$ cat config.mk
export PLATFORM = sky130hd
export DESIGN_NAME = iir1_shift_filter
export DESIGN_NICKNAME = d
export VERILOG_FILES = /design/src/rtl/iir_pkg.sv /design/src/rtl/iir_sat.sv /design/src/rtl/iir1_shift_filter.sv
export SDC_FILE = /design/constraint.sdc
export NUM_CORES = 1
export LEC_CHECK = 0
export BUFFER_PORTS_ARGS = -buffer_cell sky130_fd_sc_hd__buf_2
export CAP_MARGIN = 40
export CORE_MARGIN = 2
export CORE_UTILIZATION = 50
export DETAILED_ROUTE_END_ITERATION = 6
export PLACE_DENSITY_LB_ADDON = 0.3
export SYNTH_ARGS = -nofsm -noshare
export SYNTH_HDL_FRONTEND = slang
export SYNTH_SLANG_ARGS = --single-unit
$ cat constraint.sdc
create_clock -name clk -period 7.38 [get_ports clk]
set_input_delay 1.476 -clock clk [delete_from_list [all_inputs] [get_ports clk]]
set_output_delay 1.476 -clock clk [all_outputs]
set_load 0.02 [all_outputs]
$ cat src/rtl/iir_pkg.sv
// Shared constants and helpers for the single-pole shift-coefficient IIR filter.
package iir_pkg;

    // Default geometry of the filter.
    localparam int DEF_W       = 8;
    localparam int DEF_NCH     = 4;
    localparam int DEF_A_SHIFT = 2;
    localparam int DEF_B_SHIFT = 1;

    // Width of a channel index: never narrower than one bit, even for a single channel.
    function automatic int chan_width(input int n);
        if (n <= 2) begin
            return 1;
        end else begin
            return $clog2(n);
        end
    endfunction

endpackage

$ cat src/rtl/iir_sat.sv
// Combinational saturator: folds a (W+1)-bit two's complement sum into W bits,
// clipping to the most positive / most negative value and flagging the clip.
module iir_sat
    import iir_pkg::*;
#(
    parameter int W = DEF_W
) (
    input  logic signed [W:0]   d,
    output logic signed [W-1:0] q,
    output logic                clip
);

    localparam logic signed [W-1:0] MAX_VAL = {1'b0, {(W-1){1'b1}}};
    localparam logic signed [W-1:0] MIN_VAL = {1'b1, {(W-1){1'b0}}};

    // The sum overflowed W bits exactly when its two top bits disagree; the top bit gives the direction.
    always_comb begin
        q    = d[W-1:0];
        clip = 1'b0;
        if (d[W] != d[W-1]) begin
            clip = 1'b1;
            if (d[W]) begin
                q = MIN_VAL;
            end else begin
                q = MAX_VAL;
            end
        end else begin
            clip = 1'b0;
            q    = d[W-1:0];
        end
    end

endmodule

$ cat src/rtl/iir1_shift_filter.sv
// Time-multiplexed first-order IIR filter:
//   y_c(n) = sat( (y_c(n-1) >>> A_SHIFT) + (x(n) >>> B_SHIFT) )
// One state word per channel, one-entry registered output with backpressure.
module iir1_shift_filter
    import iir_pkg::*;
#(
    parameter  int W       = DEF_W,
    parameter  int NCH     = DEF_NCH,
    parameter  int A_SHIFT = DEF_A_SHIFT,
    parameter  int B_SHIFT = DEF_B_SHIFT,
    localparam int CW      = chan_width(NCH)
) (
    input  logic                clk,
    input  logic                rst_n,
    input  logic                in_valid,
    output logic                in_ready,
    input  logic signed [W-1:0] x,
    input  logic [CW-1:0]       in_ch,
    input  logic                clr,
    input  logic [CW-1:0]       clr_ch,
    output logic                out_valid,
    input  logic                out_ready,
    output logic signed [W-1:0] y,
    output logic [CW-1:0]       out_ch,
    output logic                sat
);

    localparam int NIDX = 1 << CW;

    // Per-channel state: the saturated result each channel last produced.
    logic signed [W-1:0] state_r [NCH];

    // Output register.
    logic                out_valid_r;
    logic signed [W-1:0] y_r;
    logic [CW-1:0]       out_ch_r;
    logic                sat_r;

    // Datapath and control.
    logic [NIDX-1:0]     ch_ok_s;
    logic                in_ready_s;
    logic                accept_s;
    logic                take_s;
    logic                clr_take_s;
    logic signed [W-1:0] prev_s;
    logic signed [W:0]   prev_ext_s;
    logic signed [W:0]   x_ext_s;
    logic signed [W:0]   fb_term_s;
    logic signed [W:0]   in_term_s;
    logic signed [W:0]   sum_s;
    logic signed [W-1:0] sat_y_s;
    logic                sat_clip_s;

    // Table of which encodable channel indices actually exist; indices >= NCH are dropped.
    always_comb begin
        ch_ok_s = '0;
        for (int i = 0; i < NIDX; i++) begin
            if (i < NCH) begin
                ch_ok_s[i] = 1'b1;
            end else begin
                ch_ok_s[i] = 1'b0;
            end
        end
    end

    // Handshake: the output slot is free when empty or being drained this cycle.
    always_comb begin
        in_ready_s = !out_valid_r || out_ready;
        accept_s   = in_valid && in_ready_s;
        take_s     = accept_s && ch_ok_s[in_ch];
        clr_take_s = clr && ch_ok_s[clr_ch];
    end

    // Fetch the previous output of the addressed channel; a same-cycle clear of that channel reads as zero.
    always_comb begin
        prev_s = '0;
        for (int i = 0; i < NCH; i++) begin
            if (in_ch == CW'(i)) begin
                prev_s = state_r[i];
            end else begin
                prev_s = prev_s;
            end
        end
        if (clr_take_s && (clr_ch == in_ch)) begin
            prev_s = '0;
        end else begin
            prev_s = prev_s;
        end
    end

    // Form both shifted terms in W+1 bits so their sum cannot wrap before saturation.
    always_comb begin
        prev_ext_s = {prev_s[W-1], prev_s};
        x_ext_s    = {x[W-1], x};
        fb_term_s  = prev_ext_s >>> A_SHIFT;
        in_term_s  = x_ext_s >>> B_SHIFT;
        sum_s      = fb_term_s + in_term_s;
    end

    iir_sat #(
        .W (W)
    ) u_sat (
        .d    (sum_s),
        .q    (sat_y_s),
        .clip (sat_clip_s)
    );

    // Channel state: an accepted sample writes its result; otherwise a clear zeroes the channel.
    always_ff @(posedge clk or negedge rst_n) begin
        if (!rst_n) begin
            for (int i = 0; i < NCH; i++) begin
                state_r[i] <= '0;
            end
        end else begin
            for (int i = 0; i < NCH; i++) begin
                if (take_s && (in_ch == CW'(i))) begin
                    state_r[i] <= sat_y_s;
                end else if (clr_take_s && (clr_ch == CW'(i))) begin
                    state_r[i] <= '0;
                end else begin
                    state_r[i] <= state_r[i];
                end
            end
        end
    end

    // Output register: load on an accepted in-range sample, empty when drained, hold under backpressure.
    always_ff @(posedge clk or negedge rst_n) begin
        if (!rst_n) begin
            out_valid_r <= 1'b0;
            y_r         <= '0;
            out_ch_r    <= '0;
            sat_r       <= 1'b0;
        end else if (take_s) begin
            out_valid_r <= 1'b1;
            y_r         <= sat_y_s;
            out_ch_r    <= in_ch;
            sat_r       <= sat_clip_s;
        end else if (out_ready) begin
            out_valid_r <= 1'b0;
            y_r         <= y_r;
            out_ch_r    <= out_ch_r;
            sat_r       <= sat_r;
        end else begin
            out_valid_r <= out_valid_r;
            y_r         <= y_r;
            out_ch_r    <= out_ch_r;
            sat_r       <= sat_r;
        end
    end

    assign in_ready  = in_ready_s;
    assign out_valid = out_valid_r;
    assign y         = y_r;
    assign out_ch    = out_ch_r;
    assign sat       = sat_r;

endmodule

==> results of run 1 <==
[synthesized netlist by cell type, drive strengths merged (4+ instances only)]
cell type	number
dfrtp	35
nand2	23
a22o	12
o21ai	10
nor2b	8
buf	7
ha	7
nand3	7
inv	6
mux4	5
o31ai	5
a32o	4
a41oi	4
nor2	4
xnor2	4
[per-stage QoR]
stage / instances / power [mW] / area [µm²]
2_1_floorplan: 173 / 0.452 / 1880
3_3_place_gp: 240 / 0.511 / 2030
3_5_place_dp: 240 / 0.523 / 2030
4_1_cts: 248 / 0.676 / 2130
5_1_grt: 248 / 0.717 / 2130
6_report: 248 / 0.672 / 2130
[placed cells by master (no fill, tap or decap), types with 2 or more instances in the layout]
cell      instances
mux2_2            2
clkbuf_8          7
a22o_1           12
nor2_1            4
and2_1            2
and3_1            2
xnor2_1           4
a211oi_1          2
buf_2            27
mux4_2            5
a21oi_1           2
nor2b_1           8
nor3_1            2
dfrtp_1          35
nand2b_1          2
and3b_1           2
o21ai_0           7
a41oi_1           4
o21ai_1           3
a32o_1            4
o31ai_1           5
nand2_1          23
ha_1              7
nand3_1           7
inv_1             6
[per-layer routing]
layer  wire [µm]  share of wire (%)  vias up
met5           0                  0        -
met4          50                1.2        0
met3         206                5.1        7
met2        1980                 49       45
met1        1840                 45      737
li1            -                  -      693
[registers in the layout, summed over array words and instances, names as in the netlist]
signal and flops:
out_valid 1, out_ch 2, state_r 24, y 8
[power by group]
part | switching (mW) | internal (mW) | leakage [nW]
clock | 0.0652 | 0.0851 | 0.0515
sequential | 0.0303 | 0.248 | 0.449
combinational | 0.141 | 0.103 | 0.518
total | 0.236 | 0.436 | 1.02
[kinds of logic (layout without fill, tap and decap cells)]
family	count (synthesis)	count (layout)	share of synthesized area, %
DFF	35	35	46.5
buffers and inverters	14	41	3.66
adders and majority gates	8	8	5.72
AOI/OAI and AO/OA	47	47	19.1
muxes	8	8	7.71
other	1	1	0.199
xor gates and xnor gates	5	5	2.33
and+or+nand+nor	55	55	14.8
[final timing paths]
| path | from | end | slack, ps | depth (start not counted) |
|---|---|---|---|---|
| setup / recovery | in_ch[0] | state_r[6]$_DFFE_PN0P_ | 3530 | 10 |
| hold / removal | y[6]$_DFFE_PN0P_ | y[6]$_DFFE_PN0P_ | 470 | 2 |
| setup reg to reg | state_r[10]$_DFFE_PN0P_ | state_r[6]$_DFFE_PN0P_ | 4750 | 9 |
| hold reg to reg | y[6]$_DFFE_PN0P_ | y[6]$_DFFE_PN0P_ | 470 | 2 |
| max in group asynchronous | rst_n | y[2]$_DFFE_PN0P_ | 5610 | 1 |
| min in group asynchronous | rst_n | y[3]$_DFFE_PN0P_ | 1260 | 1 |
[worst min-delay path, stage by stage (launching register included)]
cell	delay [ps]
dfrtp_1	340
nand2_1	50
o31ai_1	50
[cell type report]
class	count	area, µm²	share of cell area [%]
repair buffers	27	135	6.34
well taps	48	60.1	2.82
flip-flops and latches	35	876	41.1
multi-input cells	124	937	44.0
clock buffers	8	100	4.70
inverters	6	22.5	1.06
==> results.md, run 1 <==
- Cts hold-fix bufs: 0
- Mapped Nets: 198
- Worst skew pair latency: 280 ps
- Clock Skews: 6.20 ps
- P_leak: between 1 and 1.5 nW
- Main synth FF type: dfrtp_1
- Max stage delay on crit path: 550 ps
- Initial antenna violation count: 0
- Endpoints failing setup: 0
- TritonCTS clock tree: yes
- Port bufs: 27
- Fraction of registers with async set/reset: between 90% and 100%
- Worst hold slack: 469 ps
- Pre-CTS WS: 3230 ps
- Die width: 65.4 µm
- Met2 Use GR: 35.8%
- Hold Fails Final Rpt: 0
- Area grow syn2layout: 13.2%
- Post-CTS Setup Repair Bufs: 0
- # clock sinks: 35
- Via Count: 1,482
- Crit-path leading delay family: simple AND/OR/NAND/NOR gates
- Slowest cell on the critical path: mux4_2
- Final-report max-slew violation count: 0
- Dpl hpwl: 3.10 mm
- Buf/Inv on CP: 2
- Nets@finish: 224
- Synth cell types: roughly 40
- Slew HR: between 40 and 50%
- Busiest grt layer: met2
- Ordered cell list for the critical path: buf_2, mux4_2, nor2b_1, ha_1, inv_1, fa_1, nor2b_1, o2111a_1, nor4_2, o31ai_1
- CTS resizes: 0
- Ys Warns: 0
- Routed WL: between 4 and 5 mm
- EDFF count, synth: 0
- Power density cells: 315 nW/µm²
- Iter 0 DRT Violations: 77
- H-tree level count: 2
- Gr ovfl total: 0
- Final core utilization: 58.6%
- Synth top area cells: dfrtp_1 47%, mux4_2 6.0%, a22o_1 5.6%
- Setup tns final: 0 ps
- DR WL/cell: 16.4 µm
- Most used cell, CP: nor2b_1
- WP data required: between 7000 and 8000 ps
- Share of cells above drive strength 1: 21.5%
- CP startpoint kind: input port
- GRT Total Usage: 21.2%
- DIE HEIGHT: 65.4 µm
- Top cell type's share of synthesized area: 46.5%
- Ant diodes: 0
- CP Max Fanout: 16
- Met1 usage in global routing: 26.5%
- Largest net degree at the start of global routing: 36
- Met3 Usage GRT: 5.65%
- Status: completed
- Layout fillers: 337
- # DRC: 0
- Via count of the first global-routing pass: 1,500
- Crit path time final: 3850 ps
- Syn avg cell area: 10.9 µm²
- RSZ-0062 raised after global routing: false
- Max Cap Viol: 0
- Worst-Margin Slew: 778 ps
- First-pass GRT wire length: 6.85 mm
- Worst min path class: reg2reg
- Longest Clk Path Bufs: 2
- Final worst slack: 3530 ps
- CTS root buf: clkbuf_8
- Vias per cell: 5.98
- Core area: 3630 µm²
- Clk pin slew, worst setup/hold paths: ~70 ps
- Cell type with the largest total area after synthesis: dfrtp_1
- Fmax: 0.260 GHz
- # IOs: 30
- Initial Utilization: roughly half
- Num CTS Buffers: 5
- Detail Route Antenna Nets: 0
- Netlist Area Pre-Place: 1880 µm²
- Critical Path AT: 3990 ps
- Peak VDD IR: 0.145 mV
- CP Class: in2reg
- Initial DRT Pass Iterations: 4
- Tcrit/Tclk final: 52.1%
- Endpoint class of the critical path: register
- Synth Register Bits: 35
- Register area share after synthesis: 46.5%
- Row Count: 22
- Post-Syn Instances: roughly 170
- DIE AREA: 4270 µm²
- Routability Congestion: between 0.8 and 0.9
Power figures use the tool's default switching activity.
==> inputs of run 2 (changes only) <==
- clock period: 7.38 -> 3.89 ns (I/O delays scaled with it)
==> results.md, run 2 (synthesis gave the netlist of run 1 again) <==
- Vias per cell: 5.97
- WP data required: 4040 ps
- Max Cap Viol: 0
- # IOs: 30
- Area grow syn2layout: 15.2%
- Longest Clk Path Bufs: 2
- Final worst slack: 690 ps
- Worst-Margin Slew: 771 ps
- TritonCTS clock tree: yes
- First-pass GRT wire length: ~7.3 mm
- Clock Skews: approximately 4.7 ps
- Via Count: 1,480
- Nets@finish: 224
- RSZ-0062 raised after global routing: false
- Worst skew pair latency: 290 ps
- Setup tns final: 0 ps
- P_leak: 1.03 nW
- Port bufs: 27
- Endpoints failing setup: 0
- Max FFs per register: 24
- Register area: 876 µm²
- Hold Fails Final Rpt: 0
- Power density cells: 640 nW/µm²
- Final core utilization: 59.6%
- Slowest cell on the critical path: mux4_2
- Worst hold slack: 472 ps
- Initial Utilization: 51.8%
- Share of cells above drive strength 1: 22.0%
- CP Class: in2reg
- Core area: 3630 µm²
- DIE AREA: ~4300 µm²
- Design area: 2170 µm²
- Crit path time final: 3200 ps
- Worst R2R Setup Slack: approximately 1200 ps
- Post-CTS Setup Repair Bufs: 0
- Row Count: 22
- Worst min path class: reg2reg
- Initial antenna violation count: 0
- Dpl hpwl: around 3.2 mm
- CP startpoint kind: input port
- Cts hold-fix bufs: 0
- CTS resizes: 0
- Buf/Inv on CP: 2
- Slew HR: 48.6%
- CP Max Fanout: 16
- Num CTS Buffers: 5
- Routed WL: 4.31 mm
- Critical Path AT: 3350 ps
- Peak VDD IR: 0.305 mV
- Max stage delay on crit path: 550 ps
- Endpoint class of the critical path: register
- Iter 0 DRT Violations: 69
- DP Area: 2030 µm²
- Gr ovfl total: 0
- Crit-path leading delay family: simple AND/OR/NAND/NOR gates
- CTS root buf: clkbuf_8
- # clock sinks: 35
- Routability Congestion: 0.866
- Largest Register: state_r
- Detail Route Antenna Nets: 0
- # DRC: 0
- Layout fillers: 336
- Clk pin slew, worst setup/hold paths: roughly 70 ps
- DIE HEIGHT: 65.4 µm
- Pre-CTS WS: 461 ps
- Fmax: 0.313 GHz
- Most frequent cells in the layout: 35 x dfrtp_1, 27 x buf_2, 23 x nand2_1
- Area occupied by multi-input gates: approximately 940 µm²
- GRT Total Usage: around 23%
- Via count of the first global-routing pass: around 1,500
- DR WL/cell: 17.4 µm
- Status: completed
- Initial DRT Pass Iterations: 4
- Largest net degree at the start of global routing: 36
- Ordered cell list for the critical path: buf_2, mux4_2, nor2b_1, ha_1, inv_1, fa_1, nor2b_1, o2111a_1, nor4_2, o31ai_1
- Die width: 65.4 µm
- Commonest non-fill, non-tap cell in the layout: dfrtp_1
- Tcrit/Tclk final: between 80 and 90%
- H-tree level count: 2
- Most used cell, CP: nor2b_1
- Final-report max-slew violation count: 0
- Ant diodes: 0
run 2: cell count changes in the layout (fill, tap and decap cells not counted), sizes merged:
| cell | change |
|---|---|
| clkinvlp | +1 |
| bufinv | +2 |
| clkbuf | -3 |
run 2: report_power, final:
group / internal [mW] / total [mW] / switching (mW)
Clock: 0.256 / 0.391 / 0.136
Sequential: 0.469 / 0.525 / 0.0558
Combinational: 0.196 / 0.471 / 0.275
run 2: layout make-up:
cell class                      instances  area share (%)
Tap cell                               48            2.77
Multi-Input combinational cell        124            43.2
Sequential cell                        35            40.4
Inverter                                6            1.04
Timing Repair Buffer                   27            6.24
Clock inverter                          3            3.12
Clock buffer                            5            3.18
run 2: metal layers:
layer  GRT usage, %  wire [µm]  vias to the layer above
met5              0          0                        -
met4           7.29         78                        0
met3           5.31        215                        8
met2           37.5       2130                       47
met1           30.0       1880                      732
li1               -          -                      693
run 2: final timing paths:
check | start | end | cells after the start
max | in_ch[0] | state_r[14]$_DFFE_PN0P_ | 10
min | y[6]$_DFFE_PN0P_ | y[6]$_DFFE_PN0P_ | 2
max reg2reg | state_r[2]$_DFFE_PN0P_ | state_r[14]$_DFFE_PN0P_ | 9
min reg2reg | y[6]$_DFFE_PN0P_ | y[6]$_DFFE_PN0P_ | 2
max in group asynchronous | rst_n | state_r[20]$_DFFE_PN0P_ | 1
min in group asynchronous | rst_n | y[3]$_DFFE_PN0P_ | 1
run 2: stage by stage:
step / std cells / power (mW)
floorplan: 173 / 0.857
global placement: 240 / 0.970
detailed placement: 240 / 0.997
CTS: 248 / 1.40
global route: 248 / 1.47
finish: 248 / 1.39
run 2: tightest hold or removal path: cells and delay by family, from the launching register on:
family / cells / cell delay, ps
simple gates: 1 / 50
compound gates: 1 / 50
flops: 1 / 340
